**src/rtl/cpu_pipe_pkg.sv**
```systemverilog
`default_nettype none
// ============================================================================
// Package : cpu_pipe_pkg
// Shared widths, load-sequencer states and store-entry layout for the MEM stage.
// Rev     : 1.0
// ============================================================================
package cpu_pipe_pkg;

    localparam int AW_DEF = 16;
    localparam int DW_DEF = 16;

    typedef enum logic [1:0] {
        IDLE = 2'd0,
        RD   = 2'd1,
        WAIT = 2'd2
    } ls_state_e;

    // Default-width store entry; modules with non-default widths build their own.
    typedef struct packed {
        logic [AW_DEF-1:0] addr;
        logic [DW_DEF-1:0] data;
    } sb_entry_t;

endpackage : cpu_pipe_pkg
`default_nettype wire

```
**src/rtl/mem_store_buffer_if.sv**
```systemverilog
`default_nettype none
// ============================================================================
// Interface : mem_store_buffer_if
// Pipeline request/load-return channel plus the data-memory bus of the store buffer.
// Rev       : 1.0
// ============================================================================
interface mem_store_buffer_if
    import cpu_pipe_pkg::*;
#(
    parameter int AW = AW_DEF,
    parameter int DW = DW_DEF
) ();

    logic          req_valid;
    logic          req_ready;
    logic          req_write;
    logic [AW-1:0] req_addr;
    logic [DW-1:0] req_wdata;

    logic          load_valid;
    logic [DW-1:0] load_data;

    logic [AW-1:0] mem_addr;
    logic [DW-1:0] mem_wdata;
    logic          mem_read;
    logic          mem_write;
    logic [DW-1:0] mem_readout;

    // Environment side: pipeline requester and data memory.
    modport master (
        output req_valid,
        output req_write,
        output req_addr,
        output req_wdata,
        input  req_ready,
        input  load_valid,
        input  load_data,
        input  mem_addr,
        input  mem_wdata,
        input  mem_read,
        input  mem_write,
        output mem_readout
    );

    modport slave (
        input  req_valid,
        input  req_write,
        input  req_addr,
        input  req_wdata,
        output req_ready,
        output load_valid,
        output load_data,
        output mem_addr,
        output mem_wdata,
        output mem_read,
        output mem_write,
        input  mem_readout
    );

endinterface : mem_store_buffer_if
`default_nettype wire

```
**src/rtl/mem_store_buffer_fifo.sv**
```systemverilog
`default_nettype none
// ============================================================================
// Module : store_buffer_fifo
// Circular store queue with head/tail/count and a youngest-match address search.
// Rev    : 1.0
// ============================================================================
module store_buffer_fifo
    import cpu_pipe_pkg::*;
#(
    parameter int DEPTH = 4,
    parameter int AW    = AW_DEF,
    parameter int DW    = DW_DEF
) (
    input  wire logic                     clk,
    input  wire logic                     reset,
    input  wire logic                     i_push,
    input  wire logic [AW-1:0]            i_push_addr,
    input  wire logic [DW-1:0]            i_push_data,
    input  wire logic                     i_pop,
    input  wire logic [AW-1:0]            i_lookup_addr,
    output logic                          o_hit,
    output logic [DW-1:0]                 o_hit_data,
    output logic [AW-1:0]                 o_head_addr,
    output logic [DW-1:0]                 o_head_data,
    output logic [$clog2(DEPTH):0]        o_count
);

    localparam int c_pw = $clog2(DEPTH);
    localparam int c_cw = c_pw + 1;

    typedef struct packed {
        logic [AW-1:0] addr;
        logic [DW-1:0] data;
    } entry_t;

    entry_t            r_mem [DEPTH];
    logic [c_pw-1:0]   r_head;
    logic [c_pw-1:0]   r_tail;
    logic [c_cw-1:0]   r_count;

    logic              w_hit;
    logic [DW-1:0]     w_hit_data;

    always_ff @(posedge clk or negedge reset) begin
        if (!reset) begin
            r_head  <= '0;
            r_tail  <= '0;
            r_count <= '0;
        end else begin
            if (i_push) begin
                r_tail <= r_tail + c_pw'(1);
            end
            if (i_pop) begin
                r_head <= r_head + c_pw'(1);
            end
            case ({i_push, i_pop})
                2'b10:   r_count <= r_count + c_cw'(1);
                2'b01:   r_count <= r_count - c_cw'(1);
                default: r_count <= r_count;
            endcase
        end
    end

    // Storage carries no reset; only entries inside [head, head+count) are ever read.
    always_ff @(posedge clk) begin
        if (i_push) begin
            r_mem[r_tail] <= '{addr: i_push_addr, data: i_push_data};
        end
    end

    // Walk oldest to youngest so the last match seen is the youngest one.
    always_comb begin
        w_hit      = 1'b0;
        w_hit_data = '0;
        for (int i = 0; i < DEPTH; i++) begin
            logic [c_pw-1:0] idx;
            idx = r_head + c_pw'(i);
            if ((c_cw'(i) < r_count) && (r_mem[idx].addr == i_lookup_addr)) begin
                w_hit      = 1'b1;
                w_hit_data = r_mem[idx].data;
            end
        end
    end

    assign o_hit       = w_hit;
    assign o_hit_data  = w_hit_data;
    assign o_head_addr = r_mem[r_head].addr;
    assign o_head_data = r_mem[r_head].data;
    assign o_count     = r_count;

endmodule : store_buffer_fifo
`default_nettype wire

```
**src/rtl/mem_store_buffer.sv**
```systemverilog
`default_nettype none
// ============================================================================
// Module : mem_store_buffer
// Store buffer and load/store sequencer between EX/MEM and the data memory.
// Rev    : 1.0
// ============================================================================
module mem_store_buffer
    import cpu_pipe_pkg::*;
#(
    parameter int DEPTH = 4,
    parameter int AW    = AW_DEF,
    parameter int DW    = DW_DEF
) (
    input  wire logic                 clk,
    input  wire logic                 reset,
    mem_store_buffer_if.slave         bus,
    output logic [$clog2(DEPTH):0]    sb_count,
    output logic                      sb_empty
);

    localparam int c_cw = $clog2(DEPTH) + 1;

    localparam logic [1:0] c_st_idle = IDLE;
    localparam logic [1:0] c_st_rd   = RD;
    localparam logic [1:0] c_st_wait = WAIT;

    logic [1:0]       r_state;
    logic [1:0]       w_state_nxt;

    logic [AW-1:0]    r_mem_addr;
    logic [DW-1:0]    r_mem_wdata;
    logic             r_mem_read;
    logic             r_mem_write;
    logic             r_load_valid;
    logic [DW-1:0]    r_load_data;

    logic             w_load_busy;
    logic             w_full;
    logic             w_ready;
    logic             w_accept;
    logic             w_store_acc;
    logic             w_load_acc;
    logic             w_hit_acc;
    logic             w_miss_acc;
    logic             w_pop;

    logic             w_hit;
    logic [DW-1:0]    w_hit_data;
    logic [AW-1:0]    w_head_addr;
    logic [DW-1:0]    w_head_data;
    logic [c_cw-1:0]  w_count;

    store_buffer_fifo #(
        .DEPTH (DEPTH),
        .AW    (AW),
        .DW    (DW)
    ) u_fifo (
        .clk           (clk),
        .reset         (reset),
        .i_push        (w_store_acc),
        .i_push_addr   (bus.req_addr),
        .i_push_data   (bus.req_wdata),
        .i_pop         (w_pop),
        .i_lookup_addr (bus.req_addr),
        .o_hit         (w_hit),
        .o_hit_data    (w_hit_data),
        .o_head_addr   (w_head_addr),
        .o_head_data   (w_head_data),
        .o_count       (w_count)
    );

    // Ready depends only on registered state, never on the incoming request.
    assign w_load_busy = (r_state != c_st_idle);
    assign w_full      = (w_count == c_cw'(DEPTH));
    assign w_ready     = !w_load_busy && !w_full;

    assign w_accept    = bus.req_valid && w_ready;
    assign w_store_acc = w_accept && bus.req_write;
    assign w_load_acc  = w_accept && !bus.req_write;
    assign w_hit_acc   = w_load_acc && w_hit;
    assign w_miss_acc  = w_load_acc && !w_hit;

    // A missing load owns the memory port on its accept edge; drain waits.
    assign w_pop       = (r_state == c_st_idle) && (w_count != '0) && !w_miss_acc;

    always_comb begin
        w_state_nxt = r_state;
        case (r_state)
            c_st_idle: if (w_miss_acc) w_state_nxt = c_st_rd;
            c_st_rd:   w_state_nxt = c_st_wait;
            c_st_wait: w_state_nxt = c_st_idle;
            default:   w_state_nxt = c_st_idle;
        endcase
    end

    always_ff @(posedge clk or negedge reset) begin
        if (!reset) begin
            r_state      <= c_st_idle;
            r_mem_addr   <= '0;
            r_mem_wdata  <= '0;
            r_mem_read   <= 1'b0;
            r_mem_write  <= 1'b0;
            r_load_valid <= 1'b0;
            r_load_data  <= '0;
        end else begin
            r_state      <= w_state_nxt;
            r_mem_read   <= 1'b0;
            r_mem_write  <= 1'b0;
            r_load_valid <= 1'b0;

            if (w_miss_acc) begin
                r_mem_read <= 1'b1;
                r_mem_addr <= bus.req_addr;
            end else if (w_pop) begin
                r_mem_write <= 1'b1;
                r_mem_addr  <= w_head_addr;
                r_mem_wdata <= w_head_data;
            end

            // Memory data is valid during WAIT; capture it on the edge that leaves WAIT.
            if (w_hit_acc) begin
                r_load_valid <= 1'b1;
                r_load_data  <= w_hit_data;
            end else if (r_state == c_st_wait) begin
                r_load_valid <= 1'b1;
                r_load_data  <= bus.mem_readout;
            end
        end
    end

    assign bus.req_ready  = w_ready;
    assign bus.load_valid = r_load_valid;
    assign bus.load_data  = r_load_data;
    assign bus.mem_addr   = r_mem_addr;
    assign bus.mem_wdata  = r_mem_wdata;
    assign bus.mem_read   = r_mem_read;
    assign bus.mem_write  = r_mem_write;

    assign sb_count = w_count;
    assign sb_empty = (w_count == '0);

endmodule : mem_store_buffer
`default_nettype wire

```
**src/flat_wrapper.sv**
```systemverilog
// flat-port wrapper written by rule: the top's interface ports become plain ports
module mem_store_buffer_flat import cpu_pipe_pkg::*;
#(
    parameter int DEPTH = 4,
    parameter int AW    = AW_DEF,
    parameter int DW    = DW_DEF
)
  (clk, reset, sb_count, sb_empty, bus_req_valid, bus_req_write, bus_req_addr, bus_req_wdata, bus_req_ready, bus_load_valid, bus_load_data, bus_mem_addr, bus_mem_wdata, bus_mem_read, bus_mem_write, bus_mem_readout);
  mem_store_buffer_if #(.AW(AW), .DW(DW)) bus_i ();
  input  wire logic clk;
  input  wire logic reset;
  output logic [$clog2(DEPTH):0] sb_count;
  output logic sb_empty;
  input wire logic [$bits(bus_i.req_valid)-1:0] bus_req_valid;
  input wire logic [$bits(bus_i.req_write)-1:0] bus_req_write;
  input wire logic [$bits(bus_i.req_addr)-1:0] bus_req_addr;
  input wire logic [$bits(bus_i.req_wdata)-1:0] bus_req_wdata;
  output wire logic [$bits(bus_i.req_ready)-1:0] bus_req_ready;
  output wire logic [$bits(bus_i.load_valid)-1:0] bus_load_valid;
  output wire logic [$bits(bus_i.load_data)-1:0] bus_load_data;
  output wire logic [$bits(bus_i.mem_addr)-1:0] bus_mem_addr;
  output wire logic [$bits(bus_i.mem_wdata)-1:0] bus_mem_wdata;
  output wire logic [$bits(bus_i.mem_read)-1:0] bus_mem_read;
  output wire logic [$bits(bus_i.mem_write)-1:0] bus_mem_write;
  input wire logic [$bits(bus_i.mem_readout)-1:0] bus_mem_readout;
  assign bus_i.req_valid = bus_req_valid;
  assign bus_i.req_write = bus_req_write;
  assign bus_i.req_addr = bus_req_addr;
  assign bus_i.req_wdata = bus_req_wdata;
  assign bus_req_ready = bus_i.req_ready;
  assign bus_load_valid = bus_i.load_valid;
  assign bus_load_data = bus_i.load_data;
  assign bus_mem_addr = bus_i.mem_addr;
  assign bus_mem_wdata = bus_i.mem_wdata;
  assign bus_mem_read = bus_i.mem_read;
  assign bus_mem_write = bus_i.mem_write;
  assign bus_i.mem_readout = bus_mem_readout;
  mem_store_buffer #(.DEPTH(DEPTH), .AW(AW), .DW(DW)) u_core (.clk(clk), .reset(reset), .bus(bus_i), .sb_count(sb_count), .sb_empty(sb_empty));
endmodule
```
**config.mk**
```make
export PLATFORM = sky130hd
export DESIGN_NAME = mem_store_buffer_flat
export DESIGN_NICKNAME = d
export VERILOG_FILES = /design/src/rtl/cpu_pipe_pkg.sv /design/src/rtl/mem_store_buffer_if.sv /design/src/rtl/mem_store_buffer_fifo.sv /design/src/rtl/mem_store_buffer.sv /design/src/flat_wrapper.sv
export SDC_FILE = /design/constraint.sdc
export NUM_CORES = 1
export LEC_CHECK = 0
export CAP_MARGIN = 20
export CORE_UTILIZATION = 40
export CTS_CLUSTER_SIZE = 12
export DETAILED_ROUTE_END_ITERATION = 7
export GPL_ROUTABILITY_DRIVEN = 0
export MAX_ROUTING_LAYER = met4
export SETUP_SLACK_MARGIN = 0.3
export SYNTH_ARGS = -nofsm -noshare
export SYNTH_HDL_FRONTEND = slang
export SYNTH_HIERARCHICAL = 1
export SYNTH_SLANG_ARGS = --single-unit
```
**constraint.sdc**
```tcl
create_clock -name clk -period 6.7 [get_ports clk]
set_input_delay 1.005 -clock clk [delete_from_list [all_inputs] [get_ports clk]]
set_output_delay 1.005 -clock clk [all_outputs]
set_load 0.05 [all_outputs]
```
==> flow_metrics.tcl, run 1 <==
set metrics [dict create \
    worstPathRequired_ns 7.01 \
    worst_setup_path_startpoint "u_core/u_fifo/r_head[1]" \
    finalPower_w 0.00603 \
    grtUsageTotal 0.222 \
    maxClockFrequency_ghz 0.197 \
    via_per_inst 5.97 \
    worst_setup_hold_path_clk_slew_ns 0.07 \
    fp.dieArea_mm2 0.0292 \
    grt_pass1_vias 7974 \
    std_cell_rows 61 \
    cts_num_sinks 188 \
    insertion_delay_ns 0.44 \
    placement.io_buffers 107 \
    drive_gt1_frac 0.183 \
    num-nets-final 1020 \
    start_util 0.409 \
    drt_iter0_drc 708 \
    postSynthNetCount 953 \
    dp_hpwl_um 19900 \
    worst_hold_path_type "flop to flop" \
    yosysWarnings 6 \
    postCtsHoldBufs 0 \
    cts.htree.levels 4 \
    tritoncts "done" \
    relSlewSlack 0.313 \
    global_route_wire_length_before_repair_um 47200 \
    core_area_mm2 0.0279 \
    post_synth_instance_area_mm2 0.0114 \
    cts_root_buffer "clkbuf_16" \
    die_h_um 171 \
    detail_route.first_pass.iterations 6 \
    final_setup_viols 0 \
    setup_repair_after_global_routing_missed_its_margin "no" \
    cp_data_arrival_time_ns 5.38 \
    syn_avg_cell_area_um2 12.8 \
    cts.repair_timing.setup_buffer_count 0 \
    crit_path_max_fanout 54 \
    crit_path_max_incr_delay_ns 0.97 \
    cp-end-kind "flop" \
    critical_path.cell_chain "mux4_2 -> xnor2_1 -> nand4_1 -> or4_1 -> o32a_2 -> nand3_1 -> or3b_1 -> o211a_1 -> buf_4 -> ha_1 -> mux2i_1 -> nor2_1 -> xor2_1" \
    antenna_cells_inserted 0 \
    boundary_pin_count 108 \
    worst_slew_pin_slew_ns 1.03 \
    most-common-layout-cells "edfxtp_1, clkdlybuf4s50_1, mux2i_1, nor2_1, dfrtp_1" \
    drt-total-wl_um 30200 \
    p_leak_nw 4.80 \
    power_density_mw_per_mm2 456 \
    maximum_number_of_pins_on_one_net_before_global_route_repair 75 \
    chipWidth_um 171 \
    post_synth_inst_count 893 \
    final_hold_violations 0 \
    finalWorstPathRequiredPeriod_ns 5.08 \
    syn_to_final_growth_pct 15.8 \
    ys_ff_latch 188 \
    global_route.overflow_total 0 \
    worstReg2RegStart "u_core/u_fifo/r_head[1]" \
    ir_drop_uv 325 \
    detail_route.wl_per_cell_um 22.4 \
    outcome "finished, final reports clean" \
    post-route-drc-count 0 \
    worstSetupPathType "flop to flop" \
    hold_path_startpoint "u_core/bus.mem_wdata[2]" \
    synthFlopType "edfxtp_1" \
    tritoncts.num_buffers 17 \
    timing.final.crit_share 0.758 \
    async_reset_ff_frac 0.319 \
    final_max_slew_viol_count 0 \
    final_layout_setup_total_negative_slack_ns 0 \
    leading_cell_type_in_the_layout_fill_and_taps_excluded "edfxtp_1" \
    timing.max_cap.violations 0 \
    crit_path_top_delay_cell "dfrtp_4" \
    clock_path_buffers 2 \
    post_cts.resized_instances 0 \
    synth_enable_flop_cells 128 \
    holdWs_ns 0.508 \
    worst_clock_skew_ns 0.0143 \
    startpoint_type "flop" \
    yosys.cell_types.count 67 \
    route.vias.total 8068 \
    route.antenna.remaining_nets 0 \
    antenna_found_initial 0 \
    synth.yosys.seq_area_share 0.468 \
]
==> final timing paths <==
kind,end,slack [ns],depth (start not counted)
worst max-delay path,u_core/u_fifo/o_count[2],1.62,13
worst min-delay path,u_core/bus.mem_wdata[2],0.51,1
worst max register to register,u_core/u_fifo/o_count[2],1.62,13
worst min register to register,u_core/bus.mem_wdata[2],0.51,1
max in group asynchronous,u_core/u_fifo/r_head[1],5.38,2
min in group asynchronous,u_core/bus.mem_wdata[10],0.72,2
==> layer usage <==
layer | share of wire | global-route usage | vias to the layer above
met5 | 0 | - | -
met4 | 0.017 | 0.0563 | 0
met3 | 0.053 | 0.0324 | 38
met2 | 0.51 | 0.376 | 283
met1 | 0.42 | 0.280 | 4124
li1 | - | - | 3623
==> report_power, final <==
part	switching [W]	internal, W	leakage (nW)
registers	0.000320	0.00150	1.87
clock network	0.000485	0.000547	0.302
logic	0.00181	0.00136	2.63
total	0.00262	0.00341	4.80
==> Yosys cell counts (11+ instances only) <==
library cell / instances / area share
a21oi_1: 21 / 0.0092
o21ai_0: 29 / 0.013
buf_6: 11 / 0.011
and3_1: 17 / 0.0093
xor2_1: 13 / 0.010
a221o_1: 27 / 0.024
buf_2: 22 / 0.0096
xnor2_1: 55 / 0.042
mux2i_1: 86 / 0.075
edfxtp_1: 128 / 0.34
nand3_1: 25 / 0.011
dfrtp_1: 60 / 0.13
inv_1: 13 / 0.0043
mux4_2: 45 / 0.089
mux2_2: 26 / 0.026
nor4_1: 17 / 0.0093
a31oi_1: 16 / 0.0088
nor2_1: 67 / 0.022
clkbuf_1: 27 / 0.0089
a211o_1: 13 / 0.010
==> per-stage QoR <==
stage,setup slack [ns],utilization,area [um2],std cells
after CTS,1.61,0.473,13200,1350
final,1.62,0.473,13200,1351
after global routing,1.28,0.473,13200,1351
after floorplan,2.60,-,11400,893
after global placement,1.54,0.451,12600,1318
after detailed placement,1.43,0.451,12600,1318
==> sequential cells by signal, indices dropped and copies added, names as in the netlist <==
signal and cells:
u_core/bus.mem_write 1, u_core/bus.load_valid 1, u_core/u_fifo/o_count 3, u_core/u_fifo/r_mem 128, u_core/u_fifo/r_head 2, u_core/bus.mem_wdata 16, u_core/u_fifo/r_tail 2, u_core/bus.mem_read 1
u_core/r_state 2, u_core/bus.load_data 16, u_core/bus.mem_addr 16
==> critical path, delay by kind of cell (launching register included) <==
family                   cells  cell delay [ns]
AND/OR/NAND/NOR              5             1.48
flip-flops                   1             0.97
multiplexers                 2             0.85
AO/OA/AOI/OAI                2             0.69
buffers and inverters        1             0.33
XOR/XNOR                     2             0.32
adder cells (fa/ha/maj)      1             0.28
==> area by class of cell <==
| class | count | area, um2 |
|---|---|---|
| Clock inverter | 12 | 116 |
| Clock buffer | 20 | 489 |
| Sequential cell | 188 | 5350 |
| Timing Repair Buffer | 126 | 1210 |
| Inverter | 14 | 52.6 |
| Multi-Input combinational cell | 613 | 5530 |
| Tap cell | 378 | 473 |
| Fill cell | 2539 | 14700 |
==> logic make-up after synthesis <==
family                     count (synthesis)  share of synthesized area
and+or+nand+nor                          197                     0.0995
muxes                                    170                      0.206
xor gates and xnor gates                  68                     0.0522
adders and majority gates                  8                    0.00877
DFF                                      188                      0.468
buffers and inverters                     92                     0.0483
AOI/OAI and AO/OA                        170                      0.117
Note: power is estimated with default switching activity, not from simulation.
==> inputs of run 2 (changes only) <==
- clock period: 6.7 -> 5 ns (I/O delays scaled with it)
==> flow_metrics.tcl, run 2 (synthesis results as in run 1) <==
set metrics [dict create \
    final_max_slew_viol_count 0 \
    relSlewSlack 0.344 \
    power_density_mw_per_mm2 607 \
    outcome "finished, final reports clean" \
    detail_route.wl_per_cell_um 22.3 \
    final_setup_viols 0 \
    finalWorstPathRequiredPeriod_ns 4.21 \
    most-common-layout-cells "edfxtp_1, clkdlybuf4s50_1, mux2i_1, nor2_1, dfrtp_1" \
    detail_route.first_pass.iterations 7 \
    worst_hold_path_type "primary input to async pin" \
    drt-total-wl_um 30400 \
    dp_hpwl_um 20400 \
    worst_setup_hold_path_clk_slew_ns 0.08 \
    cts.repair_timing.setup_buffer_count 0 \
    postCtsHoldBufs 0 \
    worstReg2RegStart "u_core/u_fifo/r_head[1]" \
    route.antenna.remaining_nets 0 \
    crit_path_top_delay_cell "dfrtp_4" \
    global_route_wire_length_before_repair_um 46900 \
    p_leak_nw 4.84 \
    dp.cells 1328 \
    route.vias.total 8054 \
    post-route-drc-count 0 \
    via_per_inst 5.92 \
    tritoncts.num_buffers 17 \
    worstPathRequired_ns 5.30 \
    drive_gt1_frac 0.190 \
    insertion_delay_ns 0.44 \
    worst-r2r-cell-count 13 \
    crit_path_max_fanout 32 \
    final_layout_setup_total_negative_slack_ns 0 \
    post_cts.resized_instances 0 \
    cts_num_sinks 188 \
    tritoncts "done" \
    cp_data_arrival_time_ns 4.52 \
    clock_path_buffers 2 \
    critical_path.cell_chain "buf_12 -> mux4_2 -> xnor2_1 -> nand4_1 -> or4_1 -> o32a_2 -> nand3_1 -> or3b_1 -> o211a_1 -> ha_1 -> mux2i_1 -> nor2_1 -> xor2_1" \
    timing.critical_path.max_delay_family "simple AND/OR/NAND/NOR gates" \
    chipWidth_um 171 \
    largest_reg_flops 128 \
    boundary_pin_count 108 \
    reg2reg_capture_point "u_core/u_fifo/o_count[2]" \
    final_hold_violations 0 \
    regToRegSetupSlack_ns 0.79 \
    finalPower_w 0.00807 \
    max_flop_register "u_core/u_fifo/r_mem" \
    startpoint_type "flop" \
    syn_to_final_growth_pct 16.4 \
    timing.final.crit_share 0.843 \
    grtUsageTotal 0.222 \
    worst_clock_skew_ns 0.0138 \
    antenna_found_initial 0 \
    critPathBufInv 1 \
    die_h_um 171 \
    maximum_number_of_pins_on_one_net_before_global_route_repair 77 \
    worstSetupPathType "flop to flop" \
    layout.cells.non_filler 1361 \
    fin_util 0.476 \
    maxClockFrequency_ghz 0.237 \
    global_route.overflow_total 0 \
    setup_repair_after_global_routing_missed_its_margin "no" \
    cts.htree.levels 4 \
    std_cell_rows 61 \
    antenna_cells_inserted 0 \
    crit_path_max_incr_delay_ns 0.74 \
    cts_root_buffer "clkbuf_16" \
    cp-end-kind "flop" \
    num-nets-final 1030 \
    timing.max_cap.violations 0 \
    placement.io_buffers 107 \
    fp.dieArea_mm2 0.0292 \
    drt_iter0_drc 725 \
    leading_cell_type_in_the_layout_fill_and_taps_excluded "edfxtp_1" \
    worst_slew_pin_slew_ns 0.984 \
    grt_pass1_vias 7897 \
    ir_drop_uv 360 \
    start_util 0.409 \
    core_area_mm2 0.0279 \
]
[run 2: cell count changes in the layout (fill, tap and decap cells not counted), sizes merged]
cell / change
buf: +10
inv: -2
clkinv: +3
clkbuf: -1
[run 2: area by class of cell]
cell class / instances / area (um2)
Clock buffer: 19 / 454
Clock inverter: 13 / 129
Fill cell: 2522 / 14600
Inverter: 14 / 52.6
Multi-Input combinational cell: 613 / 5520
Sequential cell: 188 / 5350
Tap cell: 378 / 473
Timing Repair Buffer: 136 / 1310
[run 2: worst register-to-register path, delay by kind of cell, from the launching register on]
| family | cells | cell delay, ns |
|---|---|---|
| compound gates | 2 | 0.58 |
| xor+xnor | 2 | 0.32 |
| fa+ha+maj | 1 | 0.27 |
| buf+inv | 1 | 0.31 |
| flops | 1 | 0.74 |
| mux | 2 | 0.78 |
| simple gates | 5 | 1.08 |
[run 2: worst max-delay path by stage]
stage / depth (start not counted) / end / startpoint
6_report: 13 / u_core/u_fifo/o_count[2] / u_core/u_fifo/r_head[1]
2_1_floorplan: 17 / u_core/u_fifo/o_count[2] / bus_req_addr[2]
5_1_grt: 13 / u_core/u_fifo/o_count[2] / u_core/u_fifo/r_head[1]
3_3_place_gp: 11 / u_core/bus.mem_addr[14] / bus_req_addr[0]
4_1_cts: 10 / u_core/bus.mem_wdata[6] / u_core/u_fifo/r_head[0]
3_5_place_dp: 11 / u_core/bus.mem_addr[10] / bus_req_addr[0]
[run 2: metal layers]
layer	part of all wire	track usage
met1	0.43	0.281
met2	0.50	0.365
met4	0.024	0.0788
met3	0.047	0.0280
met5	0	-
[run 2: power breakdown]
part | total [W] | internal (W) | leakage (nW) | switching [W]
clock | 0.00133 | 0.000689 | 0.288 | 0.000644
sequential | 0.00235 | 0.00201 | 1.87 | 0.000334
combinational | 0.00439 | 0.00186 | 2.68 | 0.00253
[run 2: stage by stage]
| stage | cell area (um2) | setup WS [ns] | hold slack (ns) |
|---|---|---|---|
| after global routing | 13300 | 0.549 | 0.515 |
| final | 13300 | 0.785 | 0.456 |
| after floorplan | 11400 | 1.15 | 0.454 |
| after CTS | 13300 | 0.770 | 0.495 |
| after global placement | 12700 | 0.739 | 0.492 |
| after detailed placement | 12700 | 0.697 | 0.500 |
